[src/rtl/cordic_cmd_issue.sv]
// Command issue stage: circular command queue feeding ex_top with one-cycle pulses,
// throttled by result-FIFO credits. Define CMD_ISSUE_STATS_EN for issue/stall counters.
module cordic_cmd_issue #(
   parameter int DATA_W  = 32,
   parameter int QDEPTH  = 4,
   parameter int QAW     = 2,
   parameter int CREDITS = 8,
   parameter int CW      = 4
) (
   input  logic              clk,
   input  logic              reset,
   input  logic [DATA_W-1:0] cmd_data,
   input  logic              cmd_valid,
   output logic              cmd_ready,
   input  logic              flush,
   output logic [DATA_W-1:0] in_interface,
   output logic              valid_in_interface,
   input  logic              result_pop,
   output logic [CW-1:0]     credits,
   output logic [QAW:0]      q_level,
   output logic              credit_err
`ifdef CMD_ISSUE_STATS_EN
   ,
   output logic [31:0]       stat_issued,
   output logic [31:0]       stat_stall
`endif
);

   typedef enum logic [1:0] {IDLE, ISSUE, STALL} state_t;

   localparam logic [QAW:0]   Q_FULL   = (QAW+1)'(QDEPTH);
   localparam logic [QAW:0]   Q_ONE    = (QAW+1)'(1);
   localparam logic [QAW-1:0] PTR_ONE  = QAW'(1);
   localparam logic [CW-1:0]  CRED_MAX = CW'(CREDITS);
   localparam logic [CW-1:0]  CRED_ONE = CW'(1);

   logic [DATA_W-1:0] queue [QDEPTH];
   logic [QAW-1:0]    wr_ptr;
   logic [QAW-1:0]    rd_ptr;
   state_t            state;
   state_t            st_next;
   logic [QAW:0]      q_next;
   logic [CW-1:0]     cr_next;
   logic              err_set;
   logic              push;
   logic              issue;

   assign cmd_ready = (q_level != Q_FULL);
   assign push      = cmd_valid & cmd_ready & ~flush;
   // The registered pulse blocks back-to-back issue, giving at most one issue per two cycles.
   assign issue     = (state == ISSUE) & (q_level != '0) & (credits != '0) &
                      ~flush & ~valid_in_interface;

   always_comb begin
      q_next  = q_level;
      cr_next = credits;
      err_set = 1'b0;
      st_next = state;

      if (flush)
         q_next = '0;
      else if (push & ~issue)
         q_next = q_level + Q_ONE;
      else if (~push & issue)
         q_next = q_level - Q_ONE;

      if (issue & ~result_pop)
         cr_next = credits - CRED_ONE;
      else if (~issue & result_pop) begin
         if (credits == CRED_MAX)
            err_set = 1'b1;
         else
            cr_next = credits + CRED_ONE;
      end

      // State follows the queue/credit levels it will see next cycle.
      if (flush || q_next == '0)
         st_next = IDLE;
      else if (cr_next == '0)
         st_next = STALL;
      else
         st_next = ISSUE;
   end

   always_ff @(posedge clk) begin
      if (reset) begin
         wr_ptr             <= '0;
         rd_ptr             <= '0;
         q_level            <= '0;
         credits            <= CRED_MAX;
         credit_err         <= 1'b0;
         valid_in_interface <= 1'b0;
         in_interface       <= '0;
         state              <= IDLE;
      end else begin
         q_level            <= q_next;
         credits            <= cr_next;
         state              <= st_next;
         valid_in_interface <= issue;
         if (err_set)
            credit_err <= 1'b1;
         if (push)
            wr_ptr <= wr_ptr + PTR_ONE;
         if (flush)
            rd_ptr <= wr_ptr;
         else if (issue) begin
            rd_ptr       <= rd_ptr + PTR_ONE;
            in_interface <= queue[rd_ptr];
         end
      end
   end

   always_ff @(posedge clk) begin
      if (push)
         queue[wr_ptr] <= cmd_data;
   end

`ifdef CMD_ISSUE_STATS_EN
   always_ff @(posedge clk) begin
      if (reset) begin
         stat_issued <= '0;
         stat_stall  <= '0;
      end else begin
         if (issue)
            stat_issued <= stat_issued + 32'd1;
         if (state == STALL)
            stat_stall <= stat_stall + 32'd1;
      end
   end
`endif

endmodule

[config.mk]
export PLATFORM = sky130hd
export DESIGN_NAME = cordic_cmd_issue
export DESIGN_NICKNAME = d
export VERILOG_FILES = /design/src/rtl/cordic_cmd_issue.sv
export SDC_FILE = /design/constraint.sdc
export NUM_CORES = 1
export LEC_CHECK = 0
export CORE_MARGIN = 8
export CORE_UTILIZATION = 55
export DETAILED_ROUTE_END_ITERATION = 16
export PLACE_DENSITY = 0.75
export SLEW_MARGIN = 10
export SYNTH_ARGS = -nofsm -noshare
export SYNTH_HDL_FRONTEND = slang
export SYNTH_SLANG_ARGS = --single-unit
[constraint.sdc]
create_clock -name clk -period 2.2 [get_ports clk]
set_input_delay 0.44 -clock clk [delete_from_list [all_inputs] [get_ports clk]]
set_output_delay 0.44 -clock clk [all_outputs]
set_load 0.05 [all_outputs]
==> flow_summary.yaml, run 1 <==
sta:
  setup_viol: 0
  hold_viol: 0
  fin_crit_sh_pct: 97.4
  final.setup_skew_ps: 13.9
  relSlewSlack_pct: 63.1
  post-route-min-period_ps: 2140
  rsz0062_at_grt: "no"
  slew_viol_final: 0
  max_clock_freq_mhz: 467
  worstMarginPinSlew_ps: 547
power:
  switchingPower_uw: 1740
  leakagePower_uw: 0.00286
  seqPwrFrac_pct: 50.5
  p_int_uw: 5530
  power_frac_clock_pct: 38.6
  p_comb_share_pct: 10.9
  power_density_nw_per_um2: 850
  vdd_drop_max_mv: 0.686
  sw_frac_of_total_pct: 24.0
flow_run:
  drv_cap: 0
yosys:
  syn-num-nets: 477
  yosys-top-cells-area: "edfxtp_1, dfxtp_1, mux4_2"
  yosys_register_bits: 175
  async_flop_share_pct: 0
  syn_area_per_cell_um2: 15.6
  synth_top_area_share_pct: 57.2
  synthCells: 431
  ys_warn_count: 0
  syn-cell-area_um2: 6720
  yosysMostFrequentCell: "edfxtp_1"
  synth_top_cell_by_area: "edfxtp_1"
  synth_edf_count: 128
  synthTopCellsByCount: "edfxtp_1, nand2_1, dfxtp_1"
  synth_cell_types: 46
  synth-seq-area-share_pct: 71.2
  synth_ff_type: "edfxtp_1"
worst_setup_path:
  critical_path.max_fanout: 8
  cp_top_family: "buffers and inverters"
  crit_path_end_kind: "output pin"
  path_buf_inv: 2
  worst_path_max_delay_cell: "clkdlybuf4s50_1"
  cpPeakStageDelay_ps: 810
  cp-start-kind: "flip-flop"
  rrSetupSlack_ps: 120
  worstPathArrival_ps: 1700
  cp_cell_sequence: "buf_4 > clkdlybuf4s50_1"
  cp_data_required_time_ps: 1760
  critPathKind: "flip-flop to output pin"
detailed_routing:
  drcViolationCount: 0
  num_vias: 3984
  dr.pass1.iters: 5
  wl_per_cell_um: 19.5
  drt_wl_total_um: 13600
  ant_nets: 0
  via_per_inst: 5.71
  drt_iter0_drc: 331
global_routing:
  grt_max_degree: 23
  grt_usage_pct: 17.7
  grt_pass1_vias: 4145
  globalRouteOverflowTotal: 0
  grt_pass1_wl_um: 21400
  antenna_found_initial: 0
placed_design:
  dp_cells: 666
  dp_hpwl_um: 8890
  port_buffers: 78
  place.gp.congestion: 0.763
clock_network:
  clock_sinks: 175
  cts.htree.levels: 4
  root_buffer: "clkbuf_16"
  tritoncts: "yes"
  clock_latency_ps: 430
  postCtsSetupRepairBufs: 0
  cts_inserted_buffers: 17
  clock_path_buffers: 2
  path_clk_slew_ps: 60
  holdBufCountCts: 0
die:
  top_level_ports: 79
  initial_utilization_pct: 56.2
  dieArea_um2: 16000
  die_w_um: 127
  rows: 40
  die_h_um: 127
  coreArea_um2: 12000
final_layout:
  utilization_pct: 71.5
  drive_above_1_share_pct: 22.3
  final_cell_count_no_fill: 698
  fillers: 743
  antenna_cells: 0
  nNetsFinal: 584
  area_delta_synth_final_pct: 27.3
outcome:
  outcome: "complete, no violations"
worst_hold_path:
  hold_class: "input port to flip-flop"
-- power by group through the flow --
stage	clock network [µW]	logic (µW)	registers, µW
after global routing	2980	857	3680
after floorplan	0	405	3830
final	2810	794	3670
after CTS	2860	792	3670
after detailed placement	0	787	3750
after global placement	0	767	3740
-- layer usage --
metal  vias up  global-route usage, %  routed length, µm
met5         -                      0                  0
met4         0                   8.63                191
met3        11                   5.11                743
met2       127                   29.7               6940
met1      1997                   20.5               5770
li1       1849                      -                  -
-- path summary, 6_finish.rpt --
kind / startpoint / depth (start not counted) / end
max: credits[0] / 2 / credits[0]
min: reset / 2 / credits[2]
max reg2reg: credits[1] / 8 / state[1]
min reg2reg: in_interface[17] / 2 / in_interface[17]
-- repair_timing --
action	4_1_cts	5_1_grt
setup endpoints to repair	1	3
pin swaps	0	2
gates resized for setup	1	7
-- cell type report --
type                    instances  area (µm²)  share of cell area (%)
repair buffers                114        1140                    13.4
multi-input cells             223        1840                    21.5
inverters                       7        26.3                   0.307
flip-flops and latches        175        4790                    56.0
well taps                     147         184                    2.15
clock buffers                  19         464                    5.42
clock inverters                13         103                    1.20
-- cells in the final DEF, fill, tap and decap left out, types with 8 or more instances in the layout --
master	Yosys	routed
mux4_2	32	32
buf_12	0	8
a21oi_1	38	38
nor2_1	14	13
ha_1	9	9
clkdlybuf4s50_1	0	72
buf_4	0	30
dfxtp_1	47	41
clkbuf_16	0	18
edfxtp_1	128	128
nand2_1	74	73
-- cells by family after synthesis --
logic type	synth area share, %
mux	10.9
xor+xnor	1.02
buf+inv	2.12
flops	71.2
compound gates	4.99
fa+ha+maj	1.67
simple gates	8.17
-- stage by stage --
stage	area (µm²)	setup slack [ps]	hold slack (ps)	TNS, ps	total power [µW]
final	8560	57.1	384	0	7280
after global routing	8560	0.187	363	0	7520
after global placement	7960	-353	441	-13160	4500
after CTS	8530	27.3	355	0	7330
after detailed placement	7960	-413	446	-14450	4530
after floorplan	6740	7.15	518	0	4230
-- flip-flops by register name, summed over array words and instances (netlist names) --
signal,flops
credit_err,1
state,2
credits,4
queue,128
rd_ptr,2
valid_in_interface,1
wr_ptr,2
q_level,3
in_interface,32
No activity file was read; power rests on OpenSTA's default activity.
==> run 2, diff against run 1 <==
--- a/config.mk
+++ b/config.mk
@@ -5,6 +5,7 @@
 export SDC_FILE = /design/constraint.sdc
 export NUM_CORES = 1
 export LEC_CHECK = 0
+export CAP_MARGIN = 25
 export CORE_MARGIN = 8
 export CORE_UTILIZATION = 55
 export DETAILED_ROUTE_END_ITERATION = 16
==> results of run 2 <==
Same layout as run 1: the final DEF is identical, and so are final timing and power.
==> run 3, diff against run 2 <==
--- a/config.mk
+++ b/config.mk
@@ -9,6 +9,7 @@
 export CORE_MARGIN = 8
 export CORE_UTILIZATION = 55
 export DETAILED_ROUTE_END_ITERATION = 16
+export GPL_TIMING_DRIVEN = 0
 export PLACE_DENSITY = 0.75
 export SLEW_MARGIN = 10
 export SYNTH_ARGS = -nofsm -noshare
==> run 3 against run 2 <==
Final area down 2.4%. First-iteration DRC count grew 12%. Worst hold slack got worse by 130 ps. Worst setup slack gained 29 ps. Sequential power about the same. Clock skew is 7.0 ps lower. Total power grew 3.3%. Count of clock-buffer cells in the layout increased by 2. Die area stayed put. Via count shrank 2.1%. Combinational power decreased by 8.4%. Global-route usage decreased by 0.55 points.
==> flow_summary.yaml, run 3 (same netlist as run 1, synthesis figures left out) <==
global_routing:
  grt_max_degree: 33
  grt_usage_pct: 17.1
  antenna_found_initial: 0
  grt_pass1_wl_um: 20800
  globalRouteOverflowTotal: 0
  grt_pass1_vias: 3953
clock_network:
  clock_sinks: 175
  clock_latency_ps: 420
  tritoncts: "yes"
  cts.htree.levels: 4
  path_clk_slew_ps: 60
  root_buffer: "clkbuf_16"
  clock_path_buffers: 2
  holdBufCountCts: 0
  cts_inserted_buffers: 17
power:
  power_density_nw_per_um2: 901
  leakagePower_uw: 0.00275
  vdd_drop_max_mv: 0.565
final_layout:
  drive_above_1_share_pct: 17.6
  largest_register_ffs: 128
  top_regs: "queue: 128 flops, in_interface: 32 flops, credits: 4 flops"
  antenna_cells: 0
  area_delta_synth_final_pct: 24.2
  final_cell_mix: "edfxtp_1, clkdlybuf4s50_1, nand2_1"
  final_common_cell: "edfxtp_1"
  final_cell_count_no_fill: 687
  seqCellArea_um2: 4790
  nNetsFinal: 573
  fillers: 827
  regMostFlops: "queue"
  utilization_pct: 69.8
  fin_area_um2: 8350
  multi_input_area_um2: 1830
detailed_routing:
  drcViolationCount: 0
  num_vias: 3902
  ant_nets: 0
  wl_per_cell_um: 19.2
  drt_wl_total_um: 13200
  drt_iter0_drc: 370
  dr.pass1.iters: 5
  via_per_inst: 5.68
die:
  dieArea_um2: 16000
  die_w_um: 127
  rows: 40
  die_h_um: 127
  initial_utilization_pct: 56.2
  coreArea_um2: 12000
  top_level_ports: 79
sta:
  max_clock_freq_mhz: 473
  setup_viol: 0
  worstMarginPinSlew_ps: 886
  rsz0062_at_grt: "no"
  relSlewSlack_pct: 40.9
  post-route-min-period_ps: 2110
  final.setup_skew_ps: 6.94
  setup_tns_ps: 0
  slew_viol_final: 0
  hold_viol: 0
  fin_crit_sh_pct: 96.1
placed_design:
  place.gp.congestion: 0.779
  port_buffers: 76
  dp_cells: 654
  dp_hpwl_um: 8190
  place_area_um2: 7690
flow_run:
  drv_cap: 0
worst_hold_path:
  min_path_cells: 2
  hold_class: "input port to flip-flop"
worst_setup_path:
  critPathKind: "flip-flop to output pin"
  cp_data_required_time_ps: 1760
  worstPathArrival_ps: 1670
  crit_path_end_kind: "output pin"
  critical_path.max_fanout: 8
  cp-start-kind: "flip-flop"
  ff2ff_path_depth: 9
outcome:
  outcome: "complete, no violations"
[run 3: repair_timing]
item	in CTS	in global routing
setup buffers	0	1
setup endpoints to repair	32	34
pin swaps	0	1
resized for setup	8	11
[run 3: through the flow]
step / total power [µW] / hold slack [ps] / setup slack [ps]
global placement: 4450 / 442 / -290
finish: 7520 / 250 / 86.4
floorplan: 4230 / 518 / 7.15
CTS: 7560 / 224 / 0.0429
detailed placement: 4470 / 446 / -318
global route: 7770 / 245 / 11.5
[run 3: report_power, final]
part           total [µW]  internal (µW)  leakage (µW)  switching (µW)
Clock                3100           1920      0.000295            1180
Combinational         727            322      0.000910             405
Sequential           3690           3630       0.00154            61.4
[run 3: layout make-up]
class                   instances  area share (%)
plain buffers                  26            1.59
well taps                     147            2.20
repair buffers                 77            9.25
clock inverters                11            1.95
clock buffers                  21            5.39
flip-flops and latches        175            57.4
inverters                       7           0.315
multi-input cells             223            21.9
[run 3: final timing paths]
kind | startpoint | end | slack [ps]
setup / recovery | q_level[0] | cmd_ready | 90
hold / removal | flush | q_level[0] | 250
setup reg to reg | credits[0] | state[1] | 90
hold reg to reg | in_interface[19] | in_interface[19] | 450
[run 3: worst max-delay path, stage by stage, from the launching register on]
cell             delay (ps)
dfxtp_2                 390
inv_1                    90
ha_1                    270
nand2_4                 130
clkdlybuf4s15_2         380
[run 3: routing by layer]
metal / vias to the layer above / GRT usage [%] / wire (µm)
li1: 1818 / - / -
met2: 102 / 28.3 / 6660
met1: 1967 / 20.7 / 5550
met5: - / 0 / 0
met4: 0 / 6.16 / 204
met3: 15 / 5.57 / 753
